<file path="src/rtl/regfile_pkg.sv">
// rtl/regfile_pkg.sv - shared defaults, address constants and types for regfile_sb
package regfile_pkg;

    localparam int XLEN_DEF = 32;
    localparam int NREG_DEF = 32;
    localparam int AW_DEF   = $clog2(NREG_DEF);

    typedef logic [AW_DEF-1:0]   reg_addr_t;
    typedef logic [XLEN_DEF-1:0] reg_data_t;

    // x0 is hardwired to zero and never tracked as pending
    localparam reg_addr_t REG_ZERO = '0;

endpackage

</file>
<file path="src/rtl/regfile_scoreboard.sv">
// rtl/regfile_scoreboard.sv - pending-write scoreboard with busy generation per read port
module regfile_scoreboard
    import regfile_pkg::*;
#(
    parameter int NREG   = NREG_DEF,
    parameter int NUM_RD = 2,
    localparam int AW    = $clog2(NREG)
) (
    input  logic                 clk,
    input  logic                 reset,
    input  logic                 we,
    input  logic [AW-1:0]        waddr,
    input  logic                 issue_valid,
    input  logic [AW-1:0]        issue_rd,
    input  logic                 flush,
    input  logic [NUM_RD*AW-1:0] raddr,
    output logic [NUM_RD-1:0]    rbusy,
    output logic                 pend_any
);

    logic [NREG-1:0] pending;
    logic [NREG-1:0] pending_nxt;
    logic [AW-1:0]   rd_addr;

    // Next pending vector: flush beats issue, and a new producer beats a same-cycle writeback
    always_comb begin
        pending_nxt = pending;
        if (flush) begin
            pending_nxt = '0;
        end else begin
            if (we) begin
                pending_nxt[waddr] = 1'b0;
            end
            if (issue_valid && issue_rd != AW'(REG_ZERO)) begin
                pending_nxt[issue_rd] = 1'b1;
            end
        end
    end

    // Pending state register, cleared asynchronously
    always_ff @(posedge clk or posedge reset) begin
        if (reset) begin
            pending <= '0;
        end else begin
            pending <= pending_nxt;
        end
    end

    // A port is busy while its source is pending, unless the writeback lands this cycle
    always_comb begin
        rbusy   = '0;
        rd_addr = '0;
        for (int i = 0; i < NUM_RD; i++) begin
            rd_addr  = raddr[i*AW +: AW];
            rbusy[i] = pending[rd_addr] && !(we && waddr == rd_addr)
                       && rd_addr != AW'(REG_ZERO);
        end
    end

    assign pend_any = |pending;

endmodule

</file>
<file path="src/rtl/regfile_sb.sv">
// rtl/regfile_sb.sv - integer register file with write bypass and pending-write scoreboard
module regfile_sb
    import regfile_pkg::*;
#(
    parameter int XLEN   = XLEN_DEF,
    parameter int NREG   = NREG_DEF,
    parameter int NUM_RD = 2,
    localparam int AW    = $clog2(NREG)
) (
    input  logic                   clk,
    input  logic                   reset,
    input  logic                   we,
    input  logic [AW-1:0]          waddr,
    input  logic [XLEN-1:0]        wdata,
    input  logic [NUM_RD*AW-1:0]   raddr,
    output logic [NUM_RD*XLEN-1:0] rdata,
    output logic [NUM_RD-1:0]      rbusy,
    input  logic                   issue_valid,
    input  logic [AW-1:0]          issue_rd,
    input  logic                   flush,
    output logic                   pend_any
);

    logic [XLEN-1:0] regs [NREG];
    logic [AW-1:0]   rd_addr;

    // Register storage: whole array clears on reset, x0 is never written
    always_ff @(posedge clk or posedge reset) begin
        if (reset) begin
            for (int r = 0; r < NREG; r++) begin
                regs[r] <= '0;
            end
        end else if (we && waddr != AW'(REG_ZERO)) begin
            regs[waddr] <= wdata;
        end
    end

    // Combinational read ports: x0 reads zero, a same-cycle write is forwarded
    always_comb begin
        rdata   = '0;
        rd_addr = '0;
        for (int i = 0; i < NUM_RD; i++) begin
            rd_addr = raddr[i*AW +: AW];
            if (rd_addr == AW'(REG_ZERO)) begin
                rdata[i*XLEN +: XLEN] = '0;
            end else if (we && waddr == rd_addr) begin
                rdata[i*XLEN +: XLEN] = wdata;
            end else begin
                rdata[i*XLEN +: XLEN] = regs[rd_addr];
            end
        end
    end

    regfile_scoreboard #(
        .NREG   (NREG),
        .NUM_RD (NUM_RD)
    ) u_scoreboard (
        .clk         (clk),
        .reset       (reset),
        .we          (we),
        .waddr       (waddr),
        .issue_valid (issue_valid),
        .issue_rd    (issue_rd),
        .flush       (flush),
        .raddr       (raddr),
        .rbusy       (rbusy),
        .pend_any    (pend_any)
    );

endmodule

</file>
<file path="config.mk">
export PLATFORM = sky130hd
export DESIGN_NAME = regfile_sb
export DESIGN_NICKNAME = d
export VERILOG_FILES = /design/src/rtl/regfile_pkg.sv /design/src/rtl/regfile_scoreboard.sv /design/src/rtl/regfile_sb.sv
export SDC_FILE = /design/constraint.sdc
export NUM_CORES = 2
export LEC_CHECK = 0
export BUFFER_PORTS_ARGS = -buffer_cell sky130_fd_sc_hd__buf_2
export CORE_MARGIN = 2
export CORE_UTILIZATION = 50
export DETAILED_ROUTE_END_ITERATION = 8
export PLACE_DENSITY = 0.66
export SYNTH_ARGS = -nofsm -noshare
export SYNTH_HDL_FRONTEND = slang
export SYNTH_SLANG_ARGS = --single-unit
</file>
<file path="constraint.sdc">
create_clock -name clk -period 41.8 [get_ports clk]
set_input_delay 8.36 -clock clk [delete_from_list [all_inputs] [get_ports clk]]
set_output_delay 8.36 -clock clk [all_outputs]
set_load 0.05 [all_outputs]
</file>
### Word level (Yosys, flattened, before mapping)

Cells that the tools add are included.

| word-level totals | value |
|---|---|
| flip-flop bits (word level) | 1056 |
| input port bits | 57 |
| output and inout port bits | 67 |
| logic and storage cells | 96 |

| operators by class | value |
|---|---|
| magnitude comparators | 10 |
| eq/ne operators | 2 |
| mux-type cells | 25 |
| bitwise gates (word level) | 6 |
| reductions and logical operators | 20 |

Operators by type and width:

| kind | count |
|---|---|
| bitwise mux 1024 bit | 1 |
| two-way mux 32 bit | 13 |
| binary-select mux 32 bit (select 5 bit) | 2 |
| demux 32 bit (select 5 bit) | 1 |
| bitwise AND 32 bit | 1 |
| inverter 32 bit | 1 |
| OR 32 bit | 1 |
| OR reduction 32 bit | 1 |
| < comparator 5 x 6 -> 1 bit (second input constant) | 4 |
| nonzero test 5 bit | 4 |
| >= comparator 6 bit (second input constant) | 3 |
| inverter 5 -> 6 bit | 3 |
| logical AND 1 bit | 11 |
| binary-select mux 1 bit (select 5 bit) | 2 |
| demux 1 bit (select 5 bit) | 2 |
| equality test 5 bit | 2 |
| >= comparator 5 x 1 -> 1 bit (second input constant) | 2 |
| logical NOT 5 bit | 2 |
| < comparator 6 x 1 -> 1 bit (second input constant) | 1 |
| two-way mux 1 bit | 4 |
| logical NOT 1 bit | 2 |

### Longest topological paths before layout

| depth | value |
|---|---|
| depth in word-level cells | 11 |
| gate-level depth with buffers | 10 |
| gate-level depth less buffers | 6 |

### Modules after synthesis

From an unflattened synthesis, not the netlist that was laid out.

| second synthesis, totals | value |
|---|---|
| cell total of the unflattened synthesis | 4107 |
| area, all modules | 57482.6 sq um |

By module, submodules not included:

| module | instances | cells each | area an instance (sq um) | seq. area each (sq um) |
|---|---|---|---|---|
| regfile_sb | 1 | 3859 | 55253.0 | 25624.6 |
| regfile_scoreboard | 1 | 248 | 2229.6 | 800.8 |

### Worst setup path after synthesis

No wires, ideal clock.

| timing | value |
|---|---|
| kind | input to output |
| from | in raddr[6] |
| to | out rdata[55] |
| data arrival time | 10788 ps |
| required time | 33440 ps |
| path slack | 22652 ps |
| stages on the path | 9 |
| buffers on the path | 5 |
| cells stage by stage | buf_4 > buf_4 > buf_4 > buf_4 > buf_4 > nor2_1 > a211oi_1 > a31oi_1 > a211oi_1 |

| on the way | value |
|---|---|
| longest elaborated chain between the ends | 6 |
| elaborated cells on any way between the ends | 9 |
| those cells by class | eq/ne (1); mux (5); bitwise (1); reduce/logical (2) |

RTL lines:

| element | RTL line | source |
|---|---|---|
| start: declaration | regfile_sb.sv:15 | `input logic [NUM_RD*AW-1:0] raddr,` |
| inverter 5 -> 6 bit (implied by the code) | regfile_sb.sv:49 | `rdata[i*XLEN +: XLEN] = regs[rd_addr];` |
| binary-select mux 32 bit (select 5 bit) | regfile_sb.sv:49 |  |
| two-way mux 32 bit (implied by the code) (2 in series) | regfile_sb.sv:49 |  |
| two-way mux 32 bit | regfile_sb.sv:46 | `end else if (we && waddr == rd_addr) begin` |
| two-way mux 32 bit (*) | regfile_sb.sv:44 | `if (rd_addr == AW'(REG_ZERO)) begin` |
| end: declaration | regfile_sb.sv:16 | `output logic [NUM_RD*XLEN-1:0] rdata,` |

Mark *: on every way between the ends. The rest lies on a longest branch, timed or not. The select of a mux whose other input is x is not followed.

### Worst setup path in the final report

| timing | value |
|---|---|
| from | in raddr[0] |
| to | out rdata[19] |

The elaborated chain is that of the path after synthesis.

==> flow_summary.toml <==
[drt]
drt_iter0_drc = 3752
num_vias = 37800
avgRoutedWirePerCell_um = 33.3
drc_errors = 0
drt-pass1-iter-count = 5
drt_wl_total_mm = 182
ant_nets = 0
viasPerCell = 6.91

[clock_network]
htreeDepth = 3
path_clk_slew_ns = 0.06
cts_setup_buffers = 0
cts_resized = 0
clock_latency_ns = 0.70
hold_buffers = 0
cts_tree = "done"
cts_root_buf = "clkbuf_16"
cts_max_path_buffers = 3
cts_made_buffers = 114
clkSinkCount = 1056

[die]
top_level_ports = 124
start_util_pct = 50.2
rows = 124
die_height_um = 342
dieWidth_um = 342
coreArea_sq_um = 114000
dieArea_sq_um = 117000

[logic_synthesis]
syn_nets = 4032
synth.largest_area_cell = "dfrtp_1"
synthAdderAreaFrac_pct = 0
synth_compound_area_share_pct = 5.64
synth_top_family_by_area = "multiplexers"
synth.distinct_cells = 58
synth-seq-cells = 1056
synth_edf_count = 0
synth_area_sq_um = 57200
synthTopCellsByArea = "dfrtp_1 (46%), mux2_2 (20%), mux4_2 (18%)"
synthMuxAreaShare_pct = 41.1
yosys_warnings = 0
syn-instance-count = 3975
synth_top_area_share_pct = 46.2
ys_async_sr_fraction_pct = 100
yosys.area_share.xor_xnor_pct = 0.153
ys.flop_type = "dfrtp_1"
synth_simple_gate_area_share_pct = 2.89
synth-seq-area-share_pct = 46.2
avgSynthCellArea_sq_um = 14.4

[finish]
layout_commonest_cell = "dfrtp_1"
stdcell_count = 5468
seq_area_sq_um = 26400
area_growth_pct = 9.37
layout.nets = 3913
final_cell_mix = "dfrtp_1 (1,056), mux2_2 (1,003), mux4_2 (448), mux2i_1 (213), buf_2 (116)"
drive_gt1_share_pct = 48.6
nFillCells = 9256
multi_input_area_sq_um = 28700

[setup_path]
start_kind = "primary input"
end_kind = "output pin"
crit_type = "in -> out"
required_ns = 33.44
crit_path_max_fanout = 57
critPathArrivalTime_ns = 13.53

[place]
numPortBuffers = 123
post-dp-hpwl_mm = 103
place_congestion = 0.823
dp_cells = 5252

[flow_run]
drv_cap = 0

[global_route]
grt_max_degree = 167
grt_use_met1_pct = 43.9
grt_pass1_wl_mm = 266
top_usage_layer = "met2"
grtUsageTotal_pct = 31.1
first_global_vias = 37800
grt_overflow = 0
antenna_found_initial = 20
met2_usage_pct = 46.6
met3_usage_pct = 7.95

[power_and_ir_drop]
net-switching-power_mw = 0.860
internal_power_mw = 2.22
power.density_nw_per_um2 = 49.2
ir_drop_mv = 0.0318
combPwrFrac_pct = 20.4
p_clk_share_pct = 35.8
seqPwrFrac_pct = 43.8
swShare_pct = 28.0
leakagePower_nw = 27.0

[sta]
slew_headroom_pct = 11.9
fin_setup_tns_ns = 0
max_slew.worst_pin.slew_ns = 1.32
post-route-period-util_pct = 52.4
skew_ns = 0
finalSetupViolations = 0
maxSlewViolCount = 0
finalHoldViolations = 0
fmax_mhz = 45.7
layout_min_cycle_time_ns = 21.89
rsz0062_at_grt = "no"

[run_status]
status = "completed"

[hold_path]
hp-class = "reg -> reg"
## state kept, by name, summed over array words and instances, names as in the netlist
register / count
regs: 1024
u_scoreboard.pending: 32
## synth_stat cells, types with 6 or more instances
cell / count
a22o_1: 19
nor2b_1: 19
mux2i_1: 213
nor4_1: 15
o22ai_1: 36
nor3_1: 27
nand2_1: 86
a22oi_1: 78
a21boi_0: 6
mux4_2: 448
and3_1: 8
buf_1: 47
nand3b_1: 10
mux2_2: 1003
buf_2: 108
nor2_1: 94
a221o_1: 22
clkbuf_1: 209
buf_4: 51
and2_1: 11
o21ai_0: 74
a221oi_1: 53
dfrtp_1: 1056
buf_6: 28
xor2_1: 8
nor3b_1: 9
a31oi_1: 14
nand3_1: 28
o211ai_1: 17
or3_1: 6
a211oi_1: 61
a21oi_1: 48
## per-stage QoR
step                hold WS [ns]  utilization [%]  setup WS, ns  cell area (sq um)  power, mW
floorplan                  0.441                -          3.72              57200       1.83
global placement           0.377             51.3         19.84              58500       1.96
detailed placement         0.383             51.3         19.91              58500       1.98
CTS                        0.398             54.9         19.90              62500       3.08
global route               0.404             54.9         19.56              62600       3.19
finish                     0.393             54.9         19.91              62600       3.08
## per-layer routing
metal  vias up  part of all wire [%]
met5         -                 0.075
met1     20400                    41
li1      15200                     -
met4        22                   4.0
met3       417                   9.4
met2      1785                    45
## power groups by stage
stage               clock [mW]  sequential [mW]  combinational [mW]
floorplan                    0             1.32               0.509
global placement             0             1.35               0.612
detailed placement           0             1.36               0.625
CTS                       1.11             1.34               0.627
global route              1.15             1.37               0.668
finish                    1.10             1.35               0.627
## worst paths after layout
check / from / to / slack [ns] / cells past startpoint
setup / recovery: raddr[0] / rdata[19] / 19.91 / 9
hold / removal: regs[992]$_DFFE_PP0P_ / regs[992]$_DFFE_PP0P_ / 0.39 / 0
setup reg to reg: u_scoreboard.pending[16]$_DFF_PP0_ / u_scoreboard.pending[16]$_DFF_PP0_ / 40.97 / 2
min in group asynchronous: reset / regs[561]$_DFFE_PP0P_ / 7.81 / 2
max in group asynchronous: reset / regs[232]$_DFFE_PP0P_ / 29.97 / 6
hold reg to reg: regs[992]$_DFFE_PP0P_ / regs[992]$_DFFE_PP0P_ / 0.39 / 0
## cell families after synthesis
logic type	Yosys count
flops	1056
mux	1664
xor+xnor	10
buf+inv	453
compound gates	456
simple gates	336
## critical path, cell delays in order
cell and delay [ns]:
buf_8 0.46, buf_4 0.79, buf_4 0.96, buf_4 0.81, mux4_2 0.59, mux4_2 0.47, nand3_1 0.09, o21ai_0 0.34
buf_2 0.36
## cell type report
class	count	area share [%]
Clock inverter	52	1.18
Tap cell	1512	3.02
Timing Repair Buffer	213	2.25
Sequential cell	1056	42.2
Antenna cell	6	0.0240
Multi-Input combinational cell	2466	45.9
Clock buffer	158	5.34
Inverter	5	0.0440
(Power assumes the default switching activity.)
